## config.mk

```make
export PLATFORM = sky130hd
export DESIGN_NAME = simon_seq_ctrl
export DESIGN_NICKNAME = d
export VERILOG_FILES = /design/src/rtl/simon_pkg.sv /design/src/rtl/simon_lfsr.sv /design/src/rtl/simon_seq_ctrl.sv
export SDC_FILE = /design/constraint.sdc
export NUM_CORES = 1
export LEC_CHECK = 0
export ABC_AREA = 1
export ABC_CLOCK_PERIOD_IN_PS = 4500
export BUFFER_PORTS_ARGS = -buffer_cell sky130_fd_sc_hd__clkbuf_2
export CAP_MARGIN = 20
export CORE_UTILIZATION = 50
export CTS_CLUSTER_DIAMETER = 30
export DETAILED_ROUTE_END_ITERATION = 10
export PLACE_DENSITY_LB_ADDON = 0.08
export SLEW_MARGIN = 20
export SYNTH_ARGS = -nofsm -noshare
export SYNTH_HDL_FRONTEND = slang
export SYNTH_SLANG_ARGS = --single-unit
```

## constraint.sdc

```tcl
create_clock -name clk -period 4.5 [get_ports clk]
set_input_delay 1.35 -clock clk [delete_from_list [all_inputs] [get_ports clk]]
set_output_delay 1.35 -clock clk [all_outputs]
set_load 0.005 [all_outputs]
```

## src/rtl/simon_pkg.sv

```systemverilog
// Shared types for the Simon Says sequencer: FSM states, colour encoding and
// the LFSR feedback tap mask.
package simon_pkg;

  typedef enum logic [3:0] {
    IDLE, APPEND, FETCH, LOAD, SHOW, GAP, IN_FETCH, IN_LOAD, WAIT_IN, WIN, LOSE
  } state_t;

  typedef enum logic [1:0] {
    RED, GREEN, BLUE, YELLOW
  } color_t;

  // Taps 8,6,5,4 of a maximal-length 8-bit Fibonacci LFSR (bits 7,5,4,3).
  localparam logic [7:0] LFSR_TAPS = 8'hB8;

endpackage

```

## src/rtl/simon_lfsr.sv

```systemverilog
// Free-running 8-bit Fibonacci LFSR. Exposes the low two bits of the value
// being loaded on the coming edge, so a register fed by it matches lfsr_q.
module simon_lfsr
  import simon_pkg::*;
#(
  parameter logic [7:0] SEED = 8'hA5
) (
  input  logic       clk,
  input  logic       reset,
  output logic [1:0] nxt_o
);

  logic [7:0] lfsr_q;
  logic [7:0] lfsr_d;

  assign lfsr_d = {lfsr_q[6:0], ^(lfsr_q & LFSR_TAPS)};
  assign nxt_o  = lfsr_d[1:0];

  always_ff @(posedge clk) begin
    if (reset) lfsr_q <= SEED;
    else       lfsr_q <= lfsr_d;
  end

endmodule

```

## src/rtl/simon_seq_ctrl.sv

```systemverilog
// Simon Says game sequencer: grows the sequence, plays it back, checks presses.
// Define SIMON_TIMEOUT_EN to make player inactivity in WAIT_IN a loss.
module simon_seq_ctrl
  import simon_pkg::*;
#(
  parameter int         DEPTH          = 16,
  parameter int         AW             = 4,
  parameter int         ON_CYCLES      = 25_000_000,
  parameter int         OFF_CYCLES     = 12_000_000,
  parameter int         TIMEOUT_CYCLES = 150_000_000,
  parameter logic [7:0] LFSR_SEED      = 8'hA5
) (
  input  logic          clk,
  input  logic          reset,
  input  logic          start,
  input  logic          btn_valid,
  input  logic [1:0]    btn_color,
  output logic [AW-1:0] mem_addr,
  output logic          mem_we,
  output logic [1:0]    mem_wdata,
  input  logic [1:0]    mem_rdata,
  output logic          led_on,
  output logic [1:0]    led_color,
  output logic [AW:0]   level,
  output logic          busy,
  output logic          awaiting_input,
  output logic          win,
  output logic          lose
);

  localparam int CMAX1 = (ON_CYCLES > OFF_CYCLES) ? ON_CYCLES : OFF_CYCLES;
  localparam int CMAX  = (CMAX1 > TIMEOUT_CYCLES) ? CMAX1 : TIMEOUT_CYCLES;
  localparam int CW    = $clog2(CMAX + 1);

  localparam logic [CW-1:0] ON_LAST  = CW'(ON_CYCLES - 1);
  localparam logic [CW-1:0] OFF_LAST = CW'(OFF_CYCLES - 1);
`ifdef SIMON_TIMEOUT_EN
  localparam logic [CW-1:0] TO_LAST  = CW'(TIMEOUT_CYCLES - 1);
`endif
  localparam logic [AW:0]   LEN_MAX  = (AW + 1)'(DEPTH);

  state_t        state_q, state_d;
  logic [AW:0]   len_q, len_d;
  logic [AW-1:0] idx_q, idx_d;
  logic [CW-1:0] cnt_q, cnt_d;
  color_t        cur_q, cur_d;
  logic [1:0]    rnd;
  logic          last;

  logic [AW-1:0] mem_addr_q;
  logic          mem_we_q;
  logic [1:0]    mem_wdata_q;
  logic          led_on_q;
  logic [1:0]    led_color_q;
  logic          busy_q;
  logic          awaiting_q;
  logic          win_q;
  logic          lose_q;

  simon_lfsr #(.SEED(LFSR_SEED)) u_lfsr (
    .clk  (clk),
    .reset(reset),
    .nxt_o(rnd)
  );

  assign last = ({1'b0, idx_q} == (len_q - 1'b1));

  always_comb begin
    state_d = state_q;
    len_d   = len_q;
    idx_d   = idx_q;
    cur_d   = cur_q;
    case (state_q)
      IDLE, WIN, LOSE: begin
        if (start) begin
          len_d   = '0;
          idx_d   = '0;
          state_d = APPEND;
        end
      end
      APPEND: begin
        len_d   = len_q + 1'b1;
        idx_d   = '0;
        state_d = FETCH;
      end
      FETCH: state_d = LOAD;
      LOAD: begin
        cur_d   = color_t'(mem_rdata);
        state_d = SHOW;
      end
      SHOW: if (cnt_q == ON_LAST) state_d = GAP;
      GAP: begin
        if (cnt_q == OFF_LAST) begin
          if (last) begin
            idx_d   = '0;
            state_d = IN_FETCH;
          end else begin
            idx_d   = idx_q + 1'b1;
            state_d = FETCH;
          end
        end
      end
      IN_FETCH: state_d = IN_LOAD;
      IN_LOAD: begin
        cur_d   = color_t'(mem_rdata);
        state_d = WAIT_IN;
      end
      WAIT_IN: begin
        // A press on the final allowed cycle takes priority over the timeout.
        if (btn_valid) begin
          if (btn_color != cur_q) begin
            state_d = LOSE;
          end else if (!last) begin
            idx_d   = idx_q + 1'b1;
            state_d = IN_FETCH;
          end else if (len_q == LEN_MAX) begin
            state_d = WIN;
          end else begin
            state_d = APPEND;
          end
        end
`ifdef SIMON_TIMEOUT_EN
        else if (cnt_q == TO_LAST) begin
          state_d = LOSE;
        end
`endif
      end
      default: state_d = IDLE;
    endcase
    cnt_d = (state_d != state_q) ? '0 : cnt_q + 1'b1;
  end

  // Outputs are registered from the next state so they line up with state_q.
  always_ff @(posedge clk) begin
    if (reset) begin
      state_q     <= IDLE;
      len_q       <= '0;
      idx_q       <= '0;
      cnt_q       <= '0;
      mem_addr_q  <= '0;
      mem_we_q    <= 1'b0;
      mem_wdata_q <= '0;
      led_on_q    <= 1'b0;
      led_color_q <= '0;
      busy_q      <= 1'b0;
      awaiting_q  <= 1'b0;
      win_q       <= 1'b0;
      lose_q      <= 1'b0;
    end else begin
      state_q     <= state_d;
      len_q       <= len_d;
      idx_q       <= idx_d;
      cnt_q       <= cnt_d;
      mem_we_q    <= (state_d == APPEND);
      mem_addr_q  <= (state_d == APPEND) ? len_d[AW-1:0] :
                     ((state_d == FETCH) || (state_d == IN_FETCH)) ? idx_d : '0;
      mem_wdata_q <= (state_d == APPEND) ? rnd : '0;
      led_on_q    <= (state_d == SHOW);
      led_color_q <= (state_d == SHOW) ? cur_d : '0;
      busy_q      <= !((state_d == IDLE) || (state_d == WIN) || (state_d == LOSE));
      awaiting_q  <= (state_d == WAIT_IN);
      win_q       <= (state_d == WIN);
      lose_q      <= (state_d == LOSE);
    end
  end

  always_ff @(posedge clk) begin
    cur_q <= cur_d;
  end

  assign mem_addr       = mem_addr_q;
  assign mem_we         = mem_we_q;
  assign mem_wdata      = mem_wdata_q;
  assign led_on         = led_on_q;
  assign led_color      = led_color_q;
  assign level          = len_q;
  assign busy           = busy_q;
  assign awaiting_input = awaiting_q;
  assign win            = win_q;
  assign lose           = lose_q;

endmodule

```

==> flow_summary_export.csv <==
group,metric,value,unit
die,initial_core_util,51.6,%
cells_and_area,final_area,4100,um^2
drt,vias_per_cell,4.85,
synthesis,synth_area,3720,um^2
die,fp.dieW,88.3,um
timing,period_minus_slack,3.07,ns
setup_path,arrival,3.29,ns
timing,fin_crit_sh,68.3,%
pwr,peakVddDrop,0.227,mV
clock_network,root_buffer,"clkbuf_8",
clock_network,clkSlewWorstSetupHoldPaths,0.08,ns
setup_path,cp.required,4.72,ns
cells_and_area,synthToLayoutAreaGrowth,10.3,%
cells_and_area,diodes,0,
drt,drt_iter0_drc,151,
worst_hold_path,hold_class,"register to register",
timing,fin_ws,1.43,ns
setup_path,path_class,"input pin to register",
drt,routed_wirelength,7560,um
drt,avgRoutedWirePerCell,11.5,um
timing,slew_violations,0,
drt,drcViolationCount,0,
synthesis,synth.net_count,534,
cells_and_area,nets,565,
synthesis,synth_cell_types,35,
die,dieArea,7790,um^2
global_routing,grt.total_usage,20.9,%
run_status,outcome,"completed",
setup_path,critPathLaunchType,"input pin",
clock_network,cts.sinks,65,
synthesis,yosysSeqAreaShare,35.0,%
pwr,p_per_area,440,nW/um^2
timing,tightest_slew,0.692,ns
place,placed_area,3920,um^2
place,hpwl,5730,um
pwr,p_leak,1.77,nW
die,rows,31,
timing,rsz0062_at_grt,"no",
clock_network,clockBufferDepth,2,
timing,setup_viol,0,
timing,timing.setup.tns,0,ns
timing,fin_hold_ws,0.405,ns
global_routing,overflow,0,
place,port_buffers,26,
die,coreArea,7210,um^2
setup_path,critPathMaxFanout,28,
synthesis,syn_inst,521,
drt,ant_nets,0,
place,dp_slack,1.07,ns
synthesis,synth_seq_cells,65,
setup_path,crit_path_end_kind,"register",
synthesis,avgSynthCellArea,7.14,um^2
clock_network,clk_latency,0.34,ns
global_routing,antenna_found_initial,0,
timing,clock.fmax,0.326,GHz
die,die_h,88.3,um
synthesis,yosys_warnings,0,
die,ioPinCount,27,
place,gp_congestion,1.00,
clock_network,hold_buffers,0,
clock_network,htree_num_levels,3,
global_routing,grt_pass1_vias,2704,
clock_network,cts-resized-gates,0,
clock_network,postCtsSetupBuffers,0,
global_routing,grt_pass1_wl,12400,um
job,cap_violations,0,
cells_and_area,fin_util,56.9,%
clock_network,cts_inserted_buffers,9,
drt,drtPass1Iterations,4,
timing,finalClockSkew,0.00973,ns
timing,relSlewSlack,53.9,%
timing,hold_violations,0,
clock_network,cts_tree,"done",
global_routing,grt_start_max_net_pins,29,
cells_and_area,drive_gt1_share,20.8,%
drt,vias,3182,
==> layout make-up <==
class	instances	area, um^2
well taps	99	124
inverters	85	319
fillers	735	3110
flip-flops and latches	65	1300
clock buffers	10	138
clock inverters	6	42.5
multi-input cells	365	2050
repair buffers	26	130
==> critical path, stage by stage <==
cell and delay, ns:
clkbuf_2 0.09, xnor2_1 0.16, nand3_1 0.16, o21ai_1 0.24, inv_1 0.06, nor2_1 0.10
nand3_1 0.21, nor2_1 0.23, nor2_4 0.07, nand2_4 0.50, nor2_1 0.08
==> stage by stage <==
| step | instances | total power, mW |
|---|---|---|
| after floorplan | 521 | 1.25 |
| after global placement | 640 | 1.35 |
| after detailed placement | 640 | 1.36 |
| after CTS | 656 | 1.82 |
| after global routing | 656 | 1.93 |
| final | 656 | 1.81 |
==> cell families (layout without fill, tap and decap cells) <==
| group | after synthesis | count (layout) | synth area share [%] |
|---|---|---|---|
| AO/OA/AOI/OAI | 22 | 22 | 3.50 |
| AND/OR/NAND/NOR | 305 | 305 | 42.1 |
| XOR/XNOR | 33 | 33 | 7.77 |
| flip-flops | 65 | 65 | 35.0 |
| adder cells (fa/ha/maj) | 5 | 5 | 1.68 |
| buffers and inverters | 91 | 127 | 9.99 |
==> per-layer routing <==
layer	track usage, %	part of all wire [%]	up-vias	routed length (um)
met1	30.4	51	1417	3860
met2	30.0	42	91	3150
met5	0	0	-	0
met4	9.68	1.5	0	115
met3	3.64	5.7	10	430
li1	-	-	1664	-
==> synthesized netlist by cell type (all sizes together) <==
| master | number | area share [%] |
|---|---|---|
| and2 | 1 | 0.17 |
| ha | 5 | 1.7 |
| buf | 3 | 1.1 |
| nand2 | 123 | 14 |
| xnor2 | 12 | 2.8 |
| nor2 | 108 | 17 |
| and3 | 1 | 0.17 |
| a31oi | 2 | 0.34 |
| or2 | 6 | 1.0 |
| nand4 | 9 | 1.5 |
| xor2 | 21 | 4.9 |
| dfxtp | 65 | 35 |
| clkbuf | 3 | 0.30 |
| nor4 | 5 | 1.2 |
| nand3 | 37 | 5.1 |
| nor3 | 13 | 2.0 |
| a22oi | 1 | 0.20 |
| a32oi | 1 | 0.24 |
| a21boi | 2 | 0.40 |
| inv | 85 | 8.6 |
| nand3b | 2 | 0.40 |
| a211oi | 1 | 0.20 |
| a21oi | 7 | 1.0 |
| o21ai | 8 | 1.1 |
==> layout by cell type, fill, tap and decap left out, types with 4 or more instances in the layout <==
cell type  Yosys  layout
nor2_4        26      26
dfxtp_1       65      65
nor2_2        10      10
nand2_1      109     109
nand4_1        9       9
or2_2          6       6
nand2_2       12      12
a21oi_1        6       6
clkbuf_2       0      26
nor3_1        11      11
clkbuf_8       0      10
inv_1         72      72
nor4_1         4       4
xnor2_1       12      12
o21ai_0        7       7
nand3_1       36      36
xor2_1        21      21
nor2_1        72      72
ha_1           5       5
inv_2         13      13
==> final timing paths <==
kind | start | end | slack, ns | depth (start not counted)
min | u_lfsr.lfsr_q[2] | u_lfsr.lfsr_q[3] | 0.41 | 2
min reg2reg | u_lfsr.lfsr_q[2] | u_lfsr.lfsr_q[3] | 0.41 | 2
max reg2reg | level[0] | cnt_q[12] | 1.72 | 16
max | btn_color[1] | cnt_q[12] | 1.43 | 11
==> sequential cells by signal, indices dropped and copies added (netlist names) <==
name,count
idx_q,4
led_color,2
mem_wdata,2
lose,1
u_lfsr.lfsr_q,8
cnt_q,28
led_on,1
mem_we,1
awaiting_input,1
win,1
state_q,4
cur_q,2
mem_addr,4
level,5
busy,1
==> where the power goes <==
part           leakage [nW]  internal (mW)  switching [mW]
clock network        0.0887          0.215           0.240
registers             0.529          0.643          0.0443
logic                  1.15          0.205           0.459
(Power assumes the default switching activity.)
